**src/rtl/ps2_pkg.sv**
```systemverilog
// Shared constants and types for the PS/2 keyboard receiver.
// Prefix scan codes, frame FSM states and the queued event layout.
package ps2_pkg;

    localparam logic [7:0] SC_EXT   = 8'hE0;
    localparam logic [7:0] SC_BREAK = 8'hF0;

    typedef enum logic [1:0] {
        StIdle,
        StData,
        StParity,
        StStop
    } frame_state_e;

    typedef struct packed {
        logic       ext;
        logic       brk;
        logic [7:0] code;
    } evt_t;

endpackage

```
**src/rtl/ps2_key_receiver_if.sv**
```systemverilog
// Valid/ready event channel from the PS/2 receiver to the move-decode logic.
interface ps2_key_receiver_if;

    logic       evt_valid;
    logic       evt_ready;
    logic [7:0] evt_code;
    logic       evt_ext;
    logic       evt_break;

    modport master (
        output evt_valid,
        output evt_code,
        output evt_ext,
        output evt_break,
        input  evt_ready
    );

    modport slave (
        input  evt_valid,
        input  evt_code,
        input  evt_ext,
        input  evt_break,
        output evt_ready
    );

endinterface

```
**src/rtl/ps2_evt_fifo.sv**
```systemverilog
// First-word fall-through event FIFO with level count and overflow pulse.
// A push into a full FIFO succeeds only when a pop happens in the same cycle.
module ps2_evt_fifo #(
    parameter int unsigned WIDTH = 10,
    parameter int unsigned DEPTH = 8
) (
    input  logic                   clk,
    input  logic                   rst,
    input  logic                   push,
    input  logic [WIDTH-1:0]       wdata,
    input  logic                   pop,
    output logic [WIDTH-1:0]       rdata,
    output logic                   valid,
    output logic [$clog2(DEPTH):0] level,
    output logic                   overflow
);

    localparam int unsigned AW = $clog2(DEPTH);
    localparam int unsigned LW = AW + 1;

    logic [WIDTH-1:0] mem_q [DEPTH];
    logic [AW-1:0]    wptr_q, wptr_d;
    logic [AW-1:0]    rptr_q, rptr_d;
    logic [LW-1:0]    count_q, count_d;
    logic             overflow_q, overflow_d;
    logic             full, empty, do_push, do_pop;

    always_comb begin
        full       = (count_q == LW'(DEPTH));
        empty      = (count_q == '0);
        do_pop     = pop && !empty;
        do_push    = push && (!full || do_pop);
        overflow_d = push && full && !do_pop;
        wptr_d     = do_push ? wptr_q + AW'(1) : wptr_q;
        rptr_d     = do_pop ? rptr_q + AW'(1) : rptr_q;
        unique case ({do_push, do_pop})
            2'b10:   count_d = count_q + LW'(1);
            2'b01:   count_d = count_q - LW'(1);
            default: count_d = count_q;
        endcase
    end

    always_ff @(posedge clk) begin
        if (rst) begin
            wptr_q     <= '0;
            rptr_q     <= '0;
            count_q    <= '0;
            overflow_q <= 1'b0;
        end else begin
            wptr_q     <= wptr_d;
            rptr_q     <= rptr_d;
            count_q    <= count_d;
            overflow_q <= overflow_d;
        end
    end

    // Storage needs no reset: entries are only visible once counted.
    always_ff @(posedge clk) begin
        if (do_push) begin
            mem_q[wptr_q] <= wdata;
        end
    end

    assign rdata    = mem_q[rptr_q];
    assign valid    = !empty;
    assign level    = count_q;
    assign overflow = overflow_q;

endmodule

```
**src/rtl/ps2_key_receiver.sv**
```systemverilog
// PS/2 keyboard receiver: synchronises the pad lines, deframes 11-bit frames,
// folds E0/F0 prefixes into make/break events and queues them for the consumer.
module ps2_key_receiver
    import ps2_pkg::*;
#(
    parameter int unsigned SYNC_STAGES    = 2,
    parameter int unsigned TIMEOUT_CYCLES = 50000,
    parameter int unsigned FIFO_DEPTH     = 8,
    parameter int unsigned REPORT_BREAK   = 1
) (
    input  logic                        clk,
    input  logic                        rst,
    input  logic                        ps2_clk,
    input  logic                        ps2_data,
    ps2_key_receiver_if.master          evt,
    output logic [$clog2(FIFO_DEPTH):0] fifo_level,
    output logic                        frame_err,
    output logic                        overflow
);

    localparam int unsigned TW = $clog2(TIMEOUT_CYCLES + 1);

    logic [SYNC_STAGES-1:0] clk_sync_q, data_sync_q;
    logic                   clk_prev_q;
    logic                   fall_stb, ps2d;

    frame_state_e state_q, state_d;
    logic [2:0]   bit_cnt_q, bit_cnt_d;
    logic [7:0]   shift_q, shift_d;
    logic         par_err_q, par_err_d;
    logic [TW-1:0] to_cnt_q, to_cnt_d;
    logic         timeout, err, byte_stb;
    logic         frame_err_q;

    logic         ext_q, ext_d, brk_q, brk_d;
    logic         push_q, push_d;
    evt_t         evt_q, evt_d, head;
    logic         head_valid;

    // Lines idle high, so the synchronisers preset to 1 to avoid a spurious fall.
    always_ff @(posedge clk) begin
        if (rst) begin
            clk_sync_q  <= '1;
            data_sync_q <= '1;
            clk_prev_q  <= 1'b1;
        end else begin
            clk_sync_q  <= {clk_sync_q[SYNC_STAGES-2:0], ps2_clk};
            data_sync_q <= {data_sync_q[SYNC_STAGES-2:0], ps2_data};
            clk_prev_q  <= clk_sync_q[SYNC_STAGES-1];
        end
    end

    assign fall_stb = clk_prev_q && !clk_sync_q[SYNC_STAGES-1];
    assign ps2d     = data_sync_q[SYNC_STAGES-1];
    assign timeout  = (state_q != StIdle) && !fall_stb && (to_cnt_q == TW'(TIMEOUT_CYCLES - 1));

    always_comb begin
        state_d   = state_q;
        bit_cnt_d = bit_cnt_q;
        shift_d   = shift_q;
        par_err_d = par_err_q;
        err       = 1'b0;
        byte_stb  = 1'b0;
        to_cnt_d  = (state_q == StIdle || fall_stb) ? '0 : to_cnt_q + TW'(1);
        if (timeout) begin
            state_d = StIdle;
            err     = 1'b1;
        end else if (fall_stb) begin
            unique case (state_q)
                StIdle: begin
                    if (!ps2d) begin
                        state_d   = StData;
                        bit_cnt_d = '0;
                    end else begin
                        err = 1'b1;
                    end
                end
                StData: begin
                    shift_d   = {ps2d, shift_q[7:1]};
                    bit_cnt_d = bit_cnt_q + 3'd1;
                    if (bit_cnt_q == 3'd7) state_d = StParity;
                end
                StParity: begin
                    par_err_d = !(^{shift_q, ps2d});
                    state_d   = StStop;
                end
                StStop: begin
                    if (ps2d && !par_err_q) byte_stb = 1'b1;
                    else                    err      = 1'b1;
                    state_d = StIdle;
                end
                default: state_d = StIdle;
            endcase
        end
    end

    // Prefix decode: the event is registered here and enters the FIFO next cycle.
    always_comb begin
        ext_d  = ext_q;
        brk_d  = brk_q;
        evt_d  = evt_q;
        push_d = 1'b0;
        if (err) begin
            ext_d = 1'b0;
            brk_d = 1'b0;
        end else if (byte_stb) begin
            if (shift_q == SC_EXT) begin
                ext_d = 1'b1;
            end else if (shift_q == SC_BREAK) begin
                brk_d = 1'b1;
            end else begin
                evt_d  = '{ext: ext_q, brk: brk_q, code: shift_q};
                push_d = !brk_q || (REPORT_BREAK != 0);
                ext_d  = 1'b0;
                brk_d  = 1'b0;
            end
        end
    end

    always_ff @(posedge clk) begin
        if (rst) begin
            state_q     <= StIdle;
            bit_cnt_q   <= '0;
            shift_q     <= '0;
            par_err_q   <= 1'b0;
            to_cnt_q    <= '0;
            frame_err_q <= 1'b0;
            ext_q       <= 1'b0;
            brk_q       <= 1'b0;
            push_q      <= 1'b0;
            evt_q       <= '0;
        end else begin
            state_q     <= state_d;
            bit_cnt_q   <= bit_cnt_d;
            shift_q     <= shift_d;
            par_err_q   <= par_err_d;
            to_cnt_q    <= to_cnt_d;
            frame_err_q <= err;
            ext_q       <= ext_d;
            brk_q       <= brk_d;
            push_q      <= push_d;
            evt_q       <= evt_d;
        end
    end

    ps2_evt_fifo #(
        .WIDTH ($bits(evt_t)),
        .DEPTH (FIFO_DEPTH)
    ) u_fifo (
        .clk      (clk),
        .rst      (rst),
        .push     (push_q),
        .wdata    (evt_q),
        .pop      (evt.evt_ready),
        .rdata    (head),
        .valid    (head_valid),
        .level    (fifo_level),
        .overflow (overflow)
    );

    assign evt.evt_valid = head_valid;
    assign evt.evt_code  = head.code;
    assign evt.evt_ext   = head.ext;
    assign evt.evt_break = head.brk;
    assign frame_err     = frame_err_q;

endmodule
```
**src/flat_wrapper.sv**
```systemverilog
// flat-port wrapper written by rule: the top's interface ports become plain ports
module ps2_key_receiver_flat import ps2_pkg::*;
#(
    parameter int unsigned SYNC_STAGES    = 2,
    parameter int unsigned TIMEOUT_CYCLES = 50000,
    parameter int unsigned FIFO_DEPTH     = 8,
    parameter int unsigned REPORT_BREAK   = 1
)
  (clk, rst, ps2_clk, ps2_data, fifo_level, frame_err, overflow, evt_evt_valid, evt_evt_code, evt_evt_ext, evt_evt_break, evt_evt_ready);
  ps2_key_receiver_if evt_i ();
  input  logic clk;
  input  logic rst;
  input  logic ps2_clk;
  input  logic ps2_data;
  output logic [$clog2(FIFO_DEPTH):0] fifo_level;
  output logic frame_err;
  output logic overflow;
  output wire logic [$bits(evt_i.evt_valid)-1:0] evt_evt_valid;
  output wire logic [$bits(evt_i.evt_code)-1:0] evt_evt_code;
  output wire logic [$bits(evt_i.evt_ext)-1:0] evt_evt_ext;
  output wire logic [$bits(evt_i.evt_break)-1:0] evt_evt_break;
  input wire logic [$bits(evt_i.evt_ready)-1:0] evt_evt_ready;
  assign evt_evt_valid = evt_i.evt_valid;
  assign evt_evt_code = evt_i.evt_code;
  assign evt_evt_ext = evt_i.evt_ext;
  assign evt_evt_break = evt_i.evt_break;
  assign evt_i.evt_ready = evt_evt_ready;
  ps2_key_receiver #(.SYNC_STAGES(SYNC_STAGES), .TIMEOUT_CYCLES(TIMEOUT_CYCLES), .FIFO_DEPTH(FIFO_DEPTH), .REPORT_BREAK(REPORT_BREAK)) u_core (.clk(clk), .rst(rst), .ps2_clk(ps2_clk), .ps2_data(ps2_data), .evt(evt_i), .fifo_level(fifo_level), .frame_err(frame_err), .overflow(overflow));
endmodule
```
**config.mk**
```make
export PLATFORM = sky130hd
export DESIGN_NAME = ps2_key_receiver_flat
export DESIGN_NICKNAME = d
export VERILOG_FILES = /design/src/rtl/ps2_pkg.sv /design/src/rtl/ps2_key_receiver_if.sv /design/src/rtl/ps2_evt_fifo.sv /design/src/rtl/ps2_key_receiver.sv /design/src/flat_wrapper.sv
export SDC_FILE = /design/constraint.sdc
export NUM_CORES = 1
export LEC_CHECK = 0
export ABC_AREA = 1
export ABC_CLOCK_PERIOD_IN_PS = 2400
export CAP_MARGIN = 20
export CORE_UTILIZATION = 35
export DETAILED_ROUTE_END_ITERATION = 12
export SLEW_MARGIN = 20
export SYNTH_ARGS = -nofsm -noshare
export SYNTH_HDL_FRONTEND = slang
export SYNTH_SLANG_ARGS = --single-unit
```
**constraint.sdc**
```tcl
create_clock -name clk -period 2.4 [get_ports clk]
set_input_delay 0.72 -clock clk [delete_from_list [all_inputs] [get_ports clk]]
set_output_delay 0.72 -clock clk [all_outputs]
set_load 0.1 [all_outputs]
```
Word level (Yosys, flattened, before mapping)
Memory sizes are Yosys's and may differ from the RTL's. A register that Yosys moved wholly into a read port is not among the register bits.
Index checks and enable logic that the tools add are counted.
{ "classes": {"n_eq_ne": 13, "n_reduce_logical": 34, "n_mux": 23, "add_sub_neg": 6, "n_bitwise": 5} }
{ "ops": {"columns": ["op", "count"], "rows": [
  ["$add 16x1->16 const B", 1],
  ["$eq 16x16->1 const B", 1],
  ["$eq 8x8->1 const B", 2],
  ["$mux 1", 14],
  ["$add 3x1->3 const B", 3],
  ["$mux 3", 3],
  ["$reduce_and 3->1", 3],
  ["$reduce_xor 9->1", 1],
  ["$logic_and 1x1->1", 8],
  ["$pmux 2 s4", 1],
  ["$pmux 4 s2", 1],
  ["$reduce_and 4->1", 2],
  ["$logic_not 1->1", 7],
  ["$eq 2x2->1 const B", 3],
  ["$pmux 3 s2", 1],
  ["$reduce_bool 2->1", 3],
  ["$reduce_or 2->1", 3],
  ["$not 1->1", 5],
  ["$add 4x1->4 const B", 1],
  ["$eq 2x1->1 const B", 2],
  ["$eq 4x4->1 const B", 1],
  ["$logic_not 4->1", 1],
  ["$mux 2", 2],
  ["$ne 2x1->1 const B", 2],
  ["8 further kinds", 10]
]} }
{ "totals": {"regBits": 60, "wordCells": 101, "output_inout_bits": 17, "mem_count": 1, "ramBits": 80} }
{ "mem_list": {"columns": ["memory", "depth", "width", "read_ports", "rd_clocked_by_memory_dff", "write_ports", "line", "rtl"], "rows": [
  ["u_core.u_fifo.mem_q", 8, 10, 1, 1, 1, "ps2_evt_fifo.sv:21", "logic [WIDTH-1:0] mem_q [DEPTH];"]
]} }

Longest topological paths before layout
Gate-level depths: netlist of run 1.
{ "logic_depth": {"depth_word": 8, "depth_mapped": 14, "mapped_depth_nobuf": 14} }

Modules after synthesis
From an unflattened synthesis of run 1, not the netlist that was laid out.
{ "unflattened": {"cells_unflattened": 674, "area_unflattened_um2": 6120.9} }
{ "by_module_without_submodules": {"columns": ["module", "n_inst", "area_each_um2", "cells_per_inst", "seq_area_each_um2"], "rows": [
  ["ps2_evt_fifo", 1, 3812.4, 335, 2682.6],
  ["ps2_key_receiver", 1, 2308.5, 339, 980.9]
]} }

Worst setup path before layout of run 1
No wires, ideal clock.
{ "synth_path": {"kind": "register to register", "start": "register u_core.u_fifo.count_q[2] (netlist: u_core.u_fifo.level[2])", "end": "register u_core.u_fifo.count_q[2] (netlist: u_core.u_fifo.level[2])", "setup_time_ns": 0.109, "arrival_time_ns": 2.406, "n_path_buf": 0, "stages_incl_launch_ff": 15, "period_less_slack_ns": 2.515, "required_ns": 2.291, "path_slack_ns": -0.115, "cell_sequence": "dfxtp_1 > inv_1 > nand3_4 > nand3_2 > nand2_1 > nand2_1 > inv_1 > ha_1 > inv_1 > nand2_1 > inv_1 > nand2_1 > nand3_1 > nand2_1 > inv_1"} }
{ "synth_via": {"elab_chain_cells": 7, "word_cells_on_any_way": 13} }
{ "synth_lines": {"columns": ["element", "line", "rtl"], "rows": [
  ["from (decl)", "ps2_evt_fifo.sv:24", "logic [LW-1:0] count_q, count_d;"],
  ["from (signal assigned)", "ps2_evt_fifo.sv:52", "count_q <= count_d;"],
  ["$logic_not 4->1 *", "ps2_evt_fifo.sv:30", "empty = (count_q == '0);"],
  ["$logic_not 1->1 *", null, null],
  ["via evt_evt_valid", "flat_wrapper.sv:18", "output wire logic [$bits(evt_i.evt_valid)-1:0] evt_evt_valid;"],
  ["$logic_and 1x1->1 *", "ps2_evt_fifo.sv:31", "do_pop = pop && !empty;"],
  ["$logic_or 1x1->1", "ps2_evt_fifo.sv:32", "do_push = push && (!full || do_pop);"],
  ["$logic_and 1x1->1", "ps2_evt_fifo.sv:32", null],
  ["$eq 2x1->1 or $eq 2x2->1 (tied branches)", "ps2_evt_fifo.sv:36", "unique case ({do_push, do_pop})"],
  ["$pmux 4 s2 or $reduce_bool 2->1 (tied branches)", null, null]
]} }
Mark *: on every way through the listed nets, which the timed path passes. The rest lies on a longest branch.
A chain may end at the register's enable or synchronous reset.

==> insert_results.sql, run 1 <==
INSERT INTO impl_metrics (metric_group, metric, value, unit) VALUES
('synth', 'synthDominantAreaCellType', 'sky130_fd_sc_hd__edfxtp_1', ''),
('sta', 'fin_worst_hold_slack', '0.427', 'ns'),
('detailed_routing', 'drtIter0Drc', '296', ''),
('cells_and_area', 'area_used_by_multi_input_combinational_logic', '0.00231', 'mm²'),
('pwr', 'p_leak', '2.89', 'nW'),
('sta', 'number_of_max_slew_violations_in_the_final_report', '0', ''),
('placement', 'hpwlAfterDp', '9150', 'µm'),
('global_route', 'grt.total_usage', '16.6', '%'),
('cells_and_area', 'layout-drive-gt1-share', '22.0', '%'),
('setup_path', 'crit_path_end_kind', 'output port', ''),
('setup_path', 'timing.rr.end', 'u_core.evt_q[8]$_SDFFE_PP0P_', ''),
('clock_tree', 'worst_skew_pair.late_latency', '0.42', 'ns'),
('floorplanning', 'core', '0.0167', 'mm²'),
('synth', 'seq_area_frac_synth', '60.6', '%'),
('global_route', 'grt_pass1_vias', '4439', ''),
('pwr', 'power_density', '1060', 'mW/mm²'),
('sta', 'max_slew_margin', '68.8', '%'),
('clock_tree', 'clock_sinks', '143', ''),
('clock_tree', 'clk_root_buffer_cell', 'sky130_fd_sc_hd__clkbuf_16', ''),
('job', 'max_cap_violations', '0', ''),
('global_route', 'global_route.usage.met2', '27.4', '%'),
('synth', 'synth.lib_cells_used.distinct', '34', ''),
('cells_and_area', 'area_growth_syn_to_layout', '28.7', '%'),
('setup_path', 'worst_path_arrival', '1.85', 'ns'),
('setup_path', 'crit_path_start_kind', 'register', ''),
('setup_path', 'rr_worst_depth', '7', ''),
('floorplanning', 'num_rows', '47', ''),
('hold_path', 'timing.hold.worst_path_depth', '1', ''),
('detailed_routing', 'detail_route.wirelength', '14000', 'µm'),
('sta', 'timing.final.ws_setup', '-0.168', 'ns'),
('synth', 'avgSynthCellArea', '9.38', 'µm²'),
('sta', 'finalCritPeriodShare', '107', '%'),
('clock_tree', 'htree_num_levels', '4', ''),
('sta', 'layout_min_cycle_time', '2.57', 'ns'),
('setup_path', 'setup.reg_to_reg.worst_slack', '0.73', 'ns'),
('synth', 'synth_warnings', '0', ''),
('hold_path', 'hold-path-endpoint', 'u_core.data_sync_q[1]$_SDFF_PP1_', ''),
('placement', 'portbufs', '21', ''),
('run_status', 'violations', 'setup timing', ''),
('detailed_routing', 'vias', '4657', ''),
('synth', 'ys_seq_elements', '143', ''),
('cells_and_area', 'final_cell_count_no_fill', '933', ''),
('sta', 'report.final.hold_viol_count', '0', ''),
('pwr', 'max-vdd-ir-drop', '0.00117', 'V'),
('setup_path', 'rr_startpoint', 'u_core.state_q[0]$_SDFFE_PP0P_', ''),
('synth', 'syn_inst', '645', ''),
('detailed_routing', 'mean_number_of_vias_per_cell', '4.99', ''),
('global_route', 'antenna_found_initial', '0', ''),
('sta', 'pin_slew_with_the_least_headroom_to_its_limit', '0.468', 'ns'),
('global_route', 'grt_start_max_net_pins', '41', ''),
('detailed_routing', 'avgRoutedWirePerCell', '15.0', 'µm'),
('setup_path', 'critical_path_peak_fanout', '8', ''),
('global_route', 'globalRouteMet1Util', '21.1', '%'),
('synth', 'synth_top_area_share', '39.7', '%'),
('clock_tree', 'clk_transition_reported_paths', '0.06', 'ns'),
('synth', 'top_cells_by_area_in_the_synthesized_netlist', 'sky130_fd_sc_hd__edfxtp_1 40%, sky130_fd_sc_hd__dfxtp_1 21%, sky130_fd_sc_hd__nand2_1 8.4%', ''),
('global_route', 'grt_overflow', '0', ''),
('synth', 'mappedNetlistNets', '660', ''),
('cells_and_area', 'utilization', '46.6', '%'),
('floorplanning', 'start_util', '36.2', '%'),
('sta', 'fmax', '389', 'MHz'),
('sta', 'timing.clock.skew', '0.00741', 'ns'),
('run_status', 'outcome', 'complete, but fails checks', ''),
('placement', 'gp_routability_congestion', '0.832', ''),
('detailed_routing', 'remaining_drc_errors', '0', ''),
('detailed_routing', 'drtPass1Iterations', '5', ''),
('global_route', 'global_route.peak_usage_layer', 'met2', ''),
('cells_and_area', 'final-seq-area', '0.00367', 'mm²'),
('sta', 'finalSetupViolations', '10', ''),
('cells_and_area', 'filler_cell_count', '1544', ''),
('setup_path', 'criticalPathCategory', 'register to output port', '');
[layout by cell type, fill, tap and decap left out, types with 2 or more instances in the layout]
cell and instances:
sky130_fd_sc_hd__nor4_1 2, sky130_fd_sc_hd__nand2_1 124, sky130_fd_sc_hd__nand3b_1 2, sky130_fd_sc_hd__o32ai_2 17, sky130_fd_sc_hd__clkinv_4 3, sky130_fd_sc_hd__o21a_1 2
sky130_fd_sc_hd__buf_12 13, sky130_fd_sc_hd__inv_6 5, sky130_fd_sc_hd__ha_1 10, sky130_fd_sc_hd__bufinv_16 2, sky130_fd_sc_hd__clkinv_1 3, sky130_fd_sc_hd__clkbuf_16 18
sky130_fd_sc_hd__nor3_1 6, sky130_fd_sc_hd__buf_4 30, sky130_fd_sc_hd__o21ai_0 37, sky130_fd_sc_hd__nand3_1 26, sky130_fd_sc_hd__dfxtp_1 58, sky130_fd_sc_hd__nor2_4 6
sky130_fd_sc_hd__nor2_2 13, sky130_fd_sc_hd__edfxtp_1 80, sky130_fd_sc_hd__inv_1 55, sky130_fd_sc_hd__buf_6 3, sky130_fd_sc_hd__nand4_1 7, sky130_fd_sc_hd__o21ai_1 7
sky130_fd_sc_hd__buf_8 4, sky130_fd_sc_hd__nand2_2 14, sky130_fd_sc_hd__o32ai_4 2, sky130_fd_sc_hd__nand3_2 3, sky130_fd_sc_hd__clkinvlp_4 2, sky130_fd_sc_hd__nor2_1 82
sky130_fd_sc_hd__clkdlybuf4s50_1 4, sky130_fd_sc_hd__a21oi_1 45, sky130_fd_sc_hd__dfxtp_2 4, sky130_fd_sc_hd__or2_2 4, sky130_fd_sc_hd__inv_2 5
[what timing repair did]
| action | CTS | global route |
|---|---|---|
| buffers inserted | 7 | 1 |
| cloned | 3 | 1 |
| gates resized for setup | 62 | 18 |
| hold buffers | 0 | 0 |
| setup endpoints to repair | 10 | 10 |
| pin swaps | 19 | 10 |
[Yosys cell counts]
cell type and n:
sky130_fd_sc_hd__clkbuf_1 13, sky130_fd_sc_hd__nand3_2 3, sky130_fd_sc_hd__inv_2 5, sky130_fd_sc_hd__inv_1 56, sky130_fd_sc_hd__o211ai_1 1, sky130_fd_sc_hd__nand3b_1 2
sky130_fd_sc_hd__nor2_1 97, sky130_fd_sc_hd__or2_2 4, sky130_fd_sc_hd__buf_6 1, sky130_fd_sc_hd__nand2_2 3, sky130_fd_sc_hd__xnor2_1 1, sky130_fd_sc_hd__nor3_1 6
sky130_fd_sc_hd__nand4_1 7, sky130_fd_sc_hd__nor3b_1 1, sky130_fd_sc_hd__o21ai_1 2, sky130_fd_sc_hd__nand2_1 135, sky130_fd_sc_hd__dfxtp_1 63, sky130_fd_sc_hd__nand2_4 1
sky130_fd_sc_hd__a21oi_1 45, sky130_fd_sc_hd__ha_1 10, sky130_fd_sc_hd__o32ai_1 20, sky130_fd_sc_hd__o21ai_0 43, sky130_fd_sc_hd__buf_4 3, sky130_fd_sc_hd__nand3_1 26
sky130_fd_sc_hd__nor4_1 2, sky130_fd_sc_hd__nor2_4 2, sky130_fd_sc_hd__o21a_1 2, sky130_fd_sc_hd__nand3_4 1, sky130_fd_sc_hd__edfxtp_1 80, sky130_fd_sc_hd__nor2_2 2
sky130_fd_sc_hd__and3_1 1, sky130_fd_sc_hd__nor3_2 1, sky130_fd_sc_hd__buf_2 4, sky130_fd_sc_hd__clkinv_1 2
[critical path, cell delays in order, from the launching register on]
cell	delay, ns
sky130_fd_sc_hd__dfxtp_4	0.40
sky130_fd_sc_hd__inv_6	0.04
sky130_fd_sc_hd__buf_12	0.12
sky130_fd_sc_hd__buf_8	0.12
sky130_fd_sc_hd__buf_8	0.13
sky130_fd_sc_hd__buf_6	0.12
sky130_fd_sc_hd__nor2_4	0.09
sky130_fd_sc_hd__o32ai_2	0.09
sky130_fd_sc_hd__nand2_1	0.08
sky130_fd_sc_hd__nand2_2	0.07
sky130_fd_sc_hd__buf_12	0.17
[final cells by class]
type | count | area share [%]
inverters | 63 | 3.10
clock buffers | 18 | 5.51
repair buffers | 57 | 9.05
multi-input cells | 418 | 29.6
well taps | 220 | 3.54
flip-flops and latches | 143 | 47.2
clock inverters | 14 | 2.01
[sequential cells by signal (all words and copies together) (netlist names), 2 cells and up, named ones only]
| register | flops |
|---|---|
| u_core.u_fifo.mem_q | 80 |
| u_core.to_cnt_q | 16 |
| u_core.evt_q | 10 |
| u_core.shift_q | 8 |
| u_core.u_fifo.level | 4 |
| u_core.bit_cnt_q | 3 |
| u_core.u_fifo.rptr_q | 3 |
| u_core.u_fifo.wptr_q | 3 |
| u_core.clk_sync_q | 2 |
| u_core.data_sync_q | 2 |
| u_core.state_q | 2 |
[worst max-delay path by stage]
stage                                                to                                 from  depth (start not counted)
floorplan           u_core.u_fifo.mem_q[5][0]$_DFFE_PP_  u_core.u_fifo.level[1]$_SDFFE_PP0P_                          6
CTS                                     evt_evt_code[3]                             register                          9
global route                            evt_evt_code[1]                             register                         10
finish                                  evt_evt_code[1]                             register                         10
detailed placement  u_core.u_fifo.level[2]$_SDFFE_PP0P_                        evt_evt_ready                         14
global placement    u_core.u_fifo.mem_q[5][1]$_DFFE_PP_                        evt_evt_ready                          8
[stage by stage]
stage	area, µm²	total power [mW]
floorplan	6050	4.28
global placement	6740	5.08
detailed placement	6740	5.10
CTS	7670	8.15
global route	7790	8.53
finish	7790	8.22
[per-layer routing]
metal | wire length [µm] | share of wire, % | vias to the layer above
met5 | 0 | 0 | -
met4 | 283 | 2.0 | 0
met3 | 677 | 4.8 | 22
met2 | 6770 | 48 | 127
met1 | 6260 | 45 | 2203
li1 | - | - | 2305
[cell families (layout without fill, tap and decap cells)]
group | Yosys count | count (layout) | share of synthesized area (%)
AOI/OAI and AO/OA | 113 | 113 | 10.7
xor gates and xnor gates | 1 | 1 | 0.145
adders and majority gates | 10 | 10 | 2.07
buffers and inverters | 84 | 152 | 5.61
DFF | 143 | 143 | 60.6
and+or+nand+nor | 294 | 294 | 20.9
[power by group]
group	total (mW)	leakage [nW]	internal, mW	switching, mW
logic	2.93	1.36	1.14	1.79
clock network	2.60	0.281	1.55	1.05
registers	2.69	1.25	2.61	0.0782
total	8.22	2.89	5.30	2.92
(Power assumes the default switching activity.)
==> run 2, diff against run 1 <==
PLACE_DENSITY = 0.62   (was not set)
RECOVER_POWER = 100   (was not set)
==> insert_results.sql, run 2 (synthesized netlist as in run 1, its figures left out) <==
INSERT INTO impl_metrics (metric_group, metric, value, unit) VALUES
('setup_path', 'cpMaxStageDelayCell', 'sky130_fd_sc_hd__dfxtp_4', ''),
('sta', 'number_of_max_slew_violations_in_the_final_report', '0', ''),
('clock_tree', 'clock_tree_from_tritoncts', 'built', ''),
('setup_path', 'path_buf_inv', '3', ''),
('detailed_routing', 'vias', '4610', ''),
('sta', 'layout_min_cycle_time', '2.47', 'ns'),
('cells_and_area', 'largest_register_ff_count', '80', ''),
('floorplanning', 'chipWidth', '133', 'µm'),
('sta', 'pin_slew_with_the_least_headroom_to_its_limit', '0.812', 'ns'),
('cells_and_area', 'utilization', '45.5', '%'),
('placement', 'portbufs', '21', ''),
('pwr', 'total_switching_power', '2.94', 'mW'),
('detailed_routing', 'remaining_drc_errors', '0', ''),
('clock_tree', 'cts-hold-fix-buffers', '0', ''),
('sta', 'report.final.hold_viol_count', '0', ''),
('run_status', 'outcome', 'complete, but fails checks', ''),
('floorplanning', 'die_area', '0.0178', 'mm²'),
('detailed_routing', 'drt.antenna.violating_nets', '0', ''),
('clock_tree', 'worst_skew_pair.late_latency', '0.42', 'ns'),
('clock_tree', 'cts.repair_timing.setup_buffer_count', '0', ''),
('cells_and_area', 'highest_count_cells_in_the_layout_ignoring_fill_and_taps', '125 x sky130_fd_sc_hd__nand2_1, 87 x sky130_fd_sc_hd__nor2_1, 80 x sky130_fd_sc_hd__edfxtp_1', ''),
('setup_path', 'cpLargestDelayFamily', 'buffers and inverters', ''),
('floorplanning', 'floorplan.die.height', '133', 'µm'),
('setup_path', 'crit_path_start_kind', 'register', ''),
('global_route', 'grt_pass1_wl', '22500', 'µm'),
('detailed_routing', 'detail_route.wirelength', '14000', 'µm'),
('cells_and_area', 'top_register', 'u_core.u_fifo.mem_q', ''),
('sta', 'max_slew_margin', '45.8', '%'),
('pwr', 'swShare', '36.9', '%'),
('global_route', 'antenna_found_initial', '0', ''),
('floorplanning', 'num_rows', '47', ''),
('pwr', 'part_of_the_power_in_combinational_logic', '35.7', '%'),
('job', 'max_cap_violations', '0', ''),
('sta', 'fin_worst_hold_slack', '0.420', 'ns'),
('sta', 'finalSetupViolations', '10', ''),
('detailed_routing', 'drtPass1Iterations', '4', ''),
('placement', 'dp.cells', '884', ''),
('sta', 'timing.clock.skew', '0.00753', 'ns'),
('run_status', 'violations', 'setup timing', ''),
('detailed_routing', 'drtIter0Drc', '319', ''),
('setup_path', 'criticalPathCategory', 'register to output port', ''),
('sta', 'fmax', '405', 'MHz'),
('global_route', 'grt_start_max_net_pins', '21', ''),
('clock_tree', 'clk_root_buffer_cell', 'sky130_fd_sc_hd__clkbuf_16', ''),
('clock_tree', 'cts_made_buffers', '17', ''),
('cells_and_area', 'antenna_diodes', '0', ''),
('cells_and_area', 'filler_cell_count', '1536', ''),
('placement', 'gp_routability_congestion', '0.848', ''),
('pwr', 'internal_power', '5.03', 'mW'),
('sta', 'finalCritPeriodShare', '103', '%'),
('pwr', 'power_density', '1050', 'mW/mm²'),
('clock_tree', 'cts_buffer_depth', '2', ''),
('setup_path', 'crit_chain', 'inv_6 -> clkbuf_16 -> nor2_1 -> o32ai_2 -> nand2_1 -> nand2_2 -> buf_12', ''),
('setup_path', 'critical_path_peak_fanout', '5', ''),
('placement', 'hpwlAfterDp', '9360', 'µm'),
('setup_path', 'worstPathRequired', '1.68', 'ns'),
('floorplanning', 'core', '0.0167', 'mm²'),
('detailed_routing', 'avgRoutedWirePerCell', '15.2', 'µm'),
('cells_and_area', 'final_cell_count_no_fill', '921', ''),
('pwr', 'p_seq_share', '33.8', '%'),
('clock_tree', 'clk_transition_reported_paths', '0.06', 'ns'),
('setup_path', 'crit_path_end_kind', 'output port', ''),
('cells_and_area', 'layout-drive-gt1-share', '18.1', '%'),
('cells_and_area', 'area_growth_syn_to_layout', '25.7', '%'),
('hold_path', 'worst_hold_startpoint', 'u_core.clk_sync_q[0]$_SDFF_PP1_', ''),
('pwr', 'p_leak', '2.76', 'nW'),
('cells_and_area', 'finalNetCount', '703', ''),
('hold_path', 'min-delay-path-class', 'register to register', ''),
('clock_tree', 'htree_num_levels', '4', ''),
('setup_path', 'cp_slowest_stage_delay', '0.39', 'ns'),
('pwr', 'finalPower', '7.97', 'mW'),
('setup_path', 'rr_startpoint', 'u_core.u_fifo.level[1]$_SDFFE_PP0P_', ''),
('pwr', 'max-vdd-ir-drop', '0.00117', 'V'),
('clock_tree', 'clock_sinks', '143', ''),
('pwr', 'clockPowerShare', '30.5', '%'),
('floorplanning', 'io-pin-count', '22', ''),
('sta', 'timing.final.ws_setup', '-0.0667', 'ns'),
('setup_path', 'worst_path_arrival', '1.75', 'ns'),
('global_route', 'grt.total_usage', '16.5', '%'),
('floorplanning', 'start_util', '36.2', '%'),
('sta', 'setup_repair_after_global_routing_missed_its_margin', 'yes', ''),
('cells_and_area', 'layout.cells.most_common', 'sky130_fd_sc_hd__nand2_1', ''),
('detailed_routing', 'mean_number_of_vias_per_cell', '5.01', ''),
('cells_and_area', 'largest_registers', 'u_core.u_fifo.mem_q: 80 flops, u_core.to_cnt_q: 16 flops, u_core.evt_q: 10 flops', ''),
('global_route', 'grt_overflow', '0', ''),
('global_route', 'grt_pass1_vias', '4444', '');
[run 2: cell types whose count changed in the layout (fill, tap and decap cells not counted), sizes merged]
| cell | change |
|---|---|
| inv | +1 |
| bufinv | -2 |
| bufbuf | -1 |
| clkinv | +1 |
| clkdlybuf4s50 | -2 |
| clkbuf | +19 |
| dlygate4sd3 | +2 |
| clkinvlp | +1 |
| buf | -31 |
[run 2: final cells by class]
cell class	count	area (µm²)	share of cell area, %
clock buffers	17	425	5.59
clock inverters	15	130	1.71
inverters	63	241	3.18
multi-input cells	418	2330	30.6
flip-flops and latches	143	3670	48.3
well taps	220	275	3.62
repair buffers	45	533	7.01
[run 2: metal layers]
| metal | vias to the layer above | share of wire (%) | track usage (%) |
|---|---|---|---|
| met5 | - | 0 | 0 |
| met1 | 2172 | 44 | 20.9 |
| met2 | 143 | 48 | 27.3 |
| met3 | 20 | 6.1 | 4.00 |
| li1 | 2275 | - | - |
| met4 | 0 | 1.5 | 6.06 |
[run 2: worst paths after layout]
| check | end | slack [ns] | cells past startpoint |
|---|---|---|---|
| worst max-delay path | evt_evt_code[4] | -0.07 | 7 |
| worst min-delay path | u_core.clk_sync_q[1]$_SDFF_PP1_ | 0.42 | 1 |
| worst max register to register | u_core.u_fifo.mem_q[4][5]$_DFFE_PP_ | 0.49 | 5 |
| worst min register to register | u_core.clk_sync_q[1]$_SDFF_PP1_ | 0.42 | 1 |
[run 2: what timing repair did]
action | 4_1_cts | 5_1_grt
endpoints found under the setup margin | 10 | 10
pin swaps | 0 | 3
resized for setup | 70 | 9
gates cloned | 3 | 2
[run 2: power groups by stage]
stage / clock network, mW / logic [mW] / registers, mW
after floorplan: 0 / 1.45 / 2.83
after global placement: 0 / 2.33 / 2.71
after detailed placement: 0 / 2.35 / 2.72
after CTS: 2.48 / 2.79 / 2.69
after global routing: 2.58 / 2.98 / 2.70
final: 2.43 / 2.85 / 2.69
[run 2: stage by stage]
step | cell area [µm²] | setup slack, ns | setup TNS (ns)
floorplan | 6050 | 0.0136 | 0
global placement | 6700 | 0.109 | 0
detailed placement | 6700 | 0.0929 | 0
CTS | 7610 | -0.0717 | -0.521
global route | 7600 | -0.151 | -1.21
finish | 7600 | -0.0667 | -0.431
